### config.mk
export PLATFORM = sky130hd
export DESIGN_NAME = fifo_status_gen
export DESIGN_NICKNAME = d
export VERILOG_FILES = /design/src/rtl/fifo_status_gen.sv
export SDC_FILE = /design/constraint.sdc
export NUM_CORES = 1
export LEC_CHECK = 0
export ABC_AREA = 1
export BUFFER_PORTS_ARGS = -buffer_cell sky130_fd_sc_hd__buf_2
export CAP_MARGIN = 25
export CORE_AREA = 2 2 39 41
export CTS_CLUSTER_DIAMETER = 80
export DETAILED_ROUTE_END_ITERATION = 10
export DIE_AREA = 0 0 41 43
export PLACE_DENSITY = 0.76
export SLEW_MARGIN = 30
export SYNTH_ARGS = -nofsm -noshare
export SYNTH_HDL_FRONTEND = slang
export SYNTH_SLANG_ARGS = --single-unit
### constraint.sdc
create_clock -name clk -period 2.93 [get_ports clk]
set_input_delay 0.293 -clock clk [delete_from_list [all_inputs] [get_ports clk]]
set_output_delay 0.293 -clock clk [all_outputs]
set_load 0.03 [all_outputs]
### src/rtl/fifo_status_gen.sv
// Write-side and status controller for a synchronous FIFO of depth 2**FIFO_PTR_WIDE.
// It owns the RAM write address and the occupancy count, and it produces the
// empty/full/almost flags and the overflow/underflow pulses. Its read-acceptance
// rule matches rd_addr_gen, so both address generators stay in lockstep.
//
// Ports:
//   clk          system clock; all state updates on the rising edge
//   rst_n        asynchronous active-low reset
//   wr_en        write request from the producer
//   rd_en        read request from the consumer (the same signal drives rd_addr_gen)
//   wr_addr      RAM address that the write accepted in the current cycle uses
//   fifo_cnt     occupancy, 0..DEPTH
//   empty        fifo_cnt == 0
//   full         fifo_cnt == DEPTH
//   almost_empty fifo_cnt <= AE_LEVEL
//   almost_full  fifo_cnt >= AF_LEVEL
//   overflow     one-cycle pulse after a write attempted while full
//   underflow    one-cycle pulse after a read attempted while empty
module fifo_status_gen #(
    parameter int unsigned FIFO_PTR_WIDE = 3,
    parameter int unsigned AF_LEVEL      = 6,
    parameter int unsigned AE_LEVEL      = 1
) (
    input  logic                     clk,
    input  logic                     rst_n,
    input  logic                     wr_en,
    input  logic                     rd_en,
    output logic [FIFO_PTR_WIDE-1:0] wr_addr,
    output logic [FIFO_PTR_WIDE:0]   fifo_cnt,
    output logic                     empty,
    output logic                     full,
    output logic                     almost_empty,
    output logic                     almost_full,
    output logic                     overflow,
    output logic                     underflow
);

    localparam int unsigned DEPTH = 1 << FIFO_PTR_WIDE;
    localparam int unsigned CW    = FIFO_PTR_WIDE + 1;

    logic          wr_acc;
    logic          rd_acc;
    logic [CW-1:0] cnt_nxt;

    // Acceptance and next occupancy, evaluated against the current registered flags
    always_comb begin
        wr_acc  = wr_en & ~full;
        rd_acc  = rd_en & ~empty;
        cnt_nxt = fifo_cnt;
        if (wr_acc && !rd_acc) begin
            cnt_nxt = fifo_cnt + CW'(1);
        end else if (rd_acc && !wr_acc) begin
            cnt_nxt = fifo_cnt - CW'(1);
        end
    end

    // The flags are decoded from cnt_nxt and registered, so each flag always matches
    // the registered fifo_cnt and changes in the same cycle as the count.
    always_ff @(posedge clk or negedge rst_n) begin
        if (!rst_n) begin
            wr_addr      <= '0;
            fifo_cnt     <= '0;
            empty        <= 1'b1;
            full         <= 1'b0;
            almost_empty <= 1'b1;
            almost_full  <= 1'b0;
            overflow     <= 1'b0;
            underflow    <= 1'b0;
        end else begin
            // The write address wraps from DEPTH-1 to 0 through natural overflow.
            if (wr_acc) begin
                wr_addr <= wr_addr + FIFO_PTR_WIDE'(1);
            end
            fifo_cnt     <= cnt_nxt;
            empty        <= (cnt_nxt == '0);
            full         <= (cnt_nxt == CW'(DEPTH));
            almost_empty <= (cnt_nxt <= CW'(AE_LEVEL));
            almost_full  <= (cnt_nxt >= CW'(AF_LEVEL));
            overflow     <= wr_en & full;
            underflow    <= rd_en & empty;
        end
    end

endmodule

==> results.py <==
metrics = {
    "synthesis": {
        "yosysTopAreaCellShare_pct": 41.1,
        "synth-warning-count": 0,
        "yosysUniqueCellTypes": 12,
        "synth_edf_count": 0,
        "yosys.area.top_type": "dfrtp_1",
        "ys_top_cells_by_count": "25 x nand2_1, 14 x inv_1, 11 x dfrtp_1",
        "netlist_instances": 84,
        "ys.flop_type": "dfrtp_1",
        "avgSynthCellArea_um2": 7.97,
        "async_flop_share_pct": 100,
        "synth_seq_area_share_pct": 49.0,
        "ys_ff_latch": 13,
        "synthesis.nets": 91,
        "yosys-top-cells-area": "dfrtp_1 41%, nand2_1 14%, dfstp_2 7.9%",
        "synth.most_common_cell": "nand2_1",
        "netlist_area_um2": 669,
    },
    "setup_path": {
        "crit_buf_inv": 3,
        "end_kind": "flip-flop",
        "path_delay_family": "flip-flops",
        "critPathLaunchType": "flip-flop",
        "path_common_cell": "nand2_1",
        "crit_path_cell_trace": "inv_1, ha_1, inv_1, nand2_1, nand2_1, nand2_2, inv_2, nand2_1, nor2_1",
        "crit_type": "flip-flop to flip-flop",
        "rr_worst_depth": 9,
        "cp.arrival_ns": 1.55,
        "cp_num_cells": 9,
        "critPathMaxFanout": 6,
        "max_stage_delay_ns": 0.43,
        "cp.required_ns": 3.14,
        "critical_path.slowest_cell": "dfrtp_1",
    },
    "floorplanning": {
        "fp.dieH_um": 43,
        "io-pin-count": 17,
        "rows": 14,
        "die_w_um": 41,
        "core_area_mm2": 0.00138,
        "start_util_pct": 48.4,
        "dieArea_mm2": 0.00176,
    },
    "cts": {
        "clock-sinks": 13,
        "clockBufferDepth": 2,
        "cts_resized": 0,
        "clkLatencyLatePin_ns": 0.27,
        "cts_inserted_buffers": 3,
        "root_buffer": "clkbuf_4",
        "cts_tree": "done",
        "htree_levels": 1,
        "path_clk_slew_ns": 0.08,
    },
    "detailed_routing": {
        "wire_per_inst_um": 9.68,
        "route.detailed.drc": 0,
        "firstDrtPassIters": 4,
        "viasPerCell": 4.63,
        "antenna_left": 0,
        "num_vias": 560,
        "wl_mm": 1.17,
        "dr.first_iter.drc_count": 9,
    },
    "place": {
        "gp_congestion": 0.836,
        "io_buffer_count": 16,
        "place_hpwl_um": 946,
    },
    "grt": {
        "gr-total-overflow": 0,
        "grt_pass1_vias": 538,
        "grt_max_degree": 14,
        "grt_antenna_before_repair": 0,
        "track_usage_pct": 16.2,
        "grt_pass1_wl_mm": 1.99,
    },
    "run_status": {
        "status": "completed",
    },
    "timing": {
        "finalSetupViolCount": 0,
        "worst_pin_slew_ns": 0.292,
        "clock_skew_ns": 0.000639,
        "slew_violations": 0,
        "tns_ns": 0,
        "relSlewSlack_pct": 80.5,
        "finalHoldViolCount": 0,
        "fin_crit_sh_pct": 45.9,
        "finalCriticalPeriod_ns": 1.34,
        "rsz0062_at_grt": "no",
        "max_freq_mhz": 744,
    },
    "finish": {
        "nFillCells": 134,
        "area_delta_synth_final_pct": 20.4,
        "n_antenna_cell": 0,
        "num-nets-final": 113,
        "fin_util_pct": 58.2,
        "drive_above_1_share_pct": 31.4,
    },
    "power": {
        "leakage_nw": 0.478,
        "vdd_ir_drop_max_mv": 0.544,
        "p_total_w": 0.000915,
        "powerDensity_mw_per_mm2": 1140,
    },
    "min_path": {
        "holdPathStages": 3,
        "worstHoldPathType": "primary input to flip-flop",
    },
    "job": {
        "cap_violations": 0,
    },
}
per-layer routing:
layer / routed length [um] / vias up / global-route usage, %
li1: - / 291 / -
met1: 485 / 250 / 20.0
met2: 600 / 17 / 26.6
met3: 77 / 2 / 3.14
met4: 9 / 0 / 6.00
met5: 0 / - / 0
layout by cell type (no fill, tap or decap), drive strengths merged:
| cell type | instances |
|---|---|
| buf | 16 |
| clkbuf | 4 |
| dfrtp | 11 |
| dfstp | 2 |
| dlygate4sd3 | 1 |
| ha | 3 |
| inv | 17 |
| nand2 | 32 |
| nand3 | 9 |
| nor2 | 8 |
| xnor2 | 2 |
logic make-up after synthesis:
kind of cell	synth area share (%)
AND/OR/NAND/NOR	33.3
buffers and inverters	9.53
flip-flops	49.0
adder cells (fa/ha/maj)	5.61
XOR/XNOR	2.62
state kept, by name, indices dropped and copies added, names as in the netlist:
| register | cells |
|---|---|
| full | 1 |
| underflow | 1 |
| fifo_cnt | 4 |
| almost_full | 1 |
| overflow | 1 |
| empty | 1 |
| wr_addr | 3 |
| almost_empty | 1 |
repair_timing:
item / 4_1_cts / 5_1_grt
hold buffers: 1 / 0
setup buffers: 0 / 0
endpoints found under the hold margin: 11 / 0
tightest hold or removal path: stages:
cell	delay, ns
buf_2	0.10
nand2_1	0.05
inv_1	0.04
per-stage QoR:
| stage | cells | area, um2 | worst slack, ns | hold WS [ns] |
|---|---|---|---|---|
| after floorplan | 84 | 669 | 1.51 | -0.00259 |
| after global placement | 116 | 769 | 1.61 | 0.189 |
| after detailed placement | 116 | 769 | 1.61 | 0.196 |
| after CTS | 121 | 806 | 1.59 | 0.242 |
| after global routing | 121 | 806 | 1.41 | 0.257 |
| final | 121 | 806 | 1.59 | 0.243 |
area by class of cell:
| type | instances | area [um2] | area share, % |
|---|---|---|---|
| sequential | 13 | 328 | 40.7 |
| multi-input combinational | 54 | 278 | 34.5 |
| timing repair buffer | 17 | 90.1 | 11.2 |
| inverter | 17 | 63.8 | 7.92 |
| clock buffer | 4 | 26.3 | 3.26 |
| tap | 16 | 20.0 | 2.48 |
power by group:
group / total, W / switching (W) / internal, W / leakage (nW)
combinational: 0.000501 / 0.000341 / 0.000160 / 0.311
sequential: 0.000305 / 0.0000536 / 0.000251 / 0.152
clock: 0.000109 / 0.0000565 / 0.0000527 / 0.0150
final timing paths:
path,end,slack [ns],from
worst max-delay path,empty,1.59,fifo_cnt[0]
worst min-delay path,overflow,0.24,wr_en
worst max register to register,empty,1.59,fifo_cnt[0]
worst min register to register,wr_addr[2],0.49,wr_addr[2]
max in group asynchronous,almost_empty,2.22,rst_n
min in group asynchronous,wr_addr[2],0.43,rst_n
No activity file was read; power rests on OpenSTA's default activity.
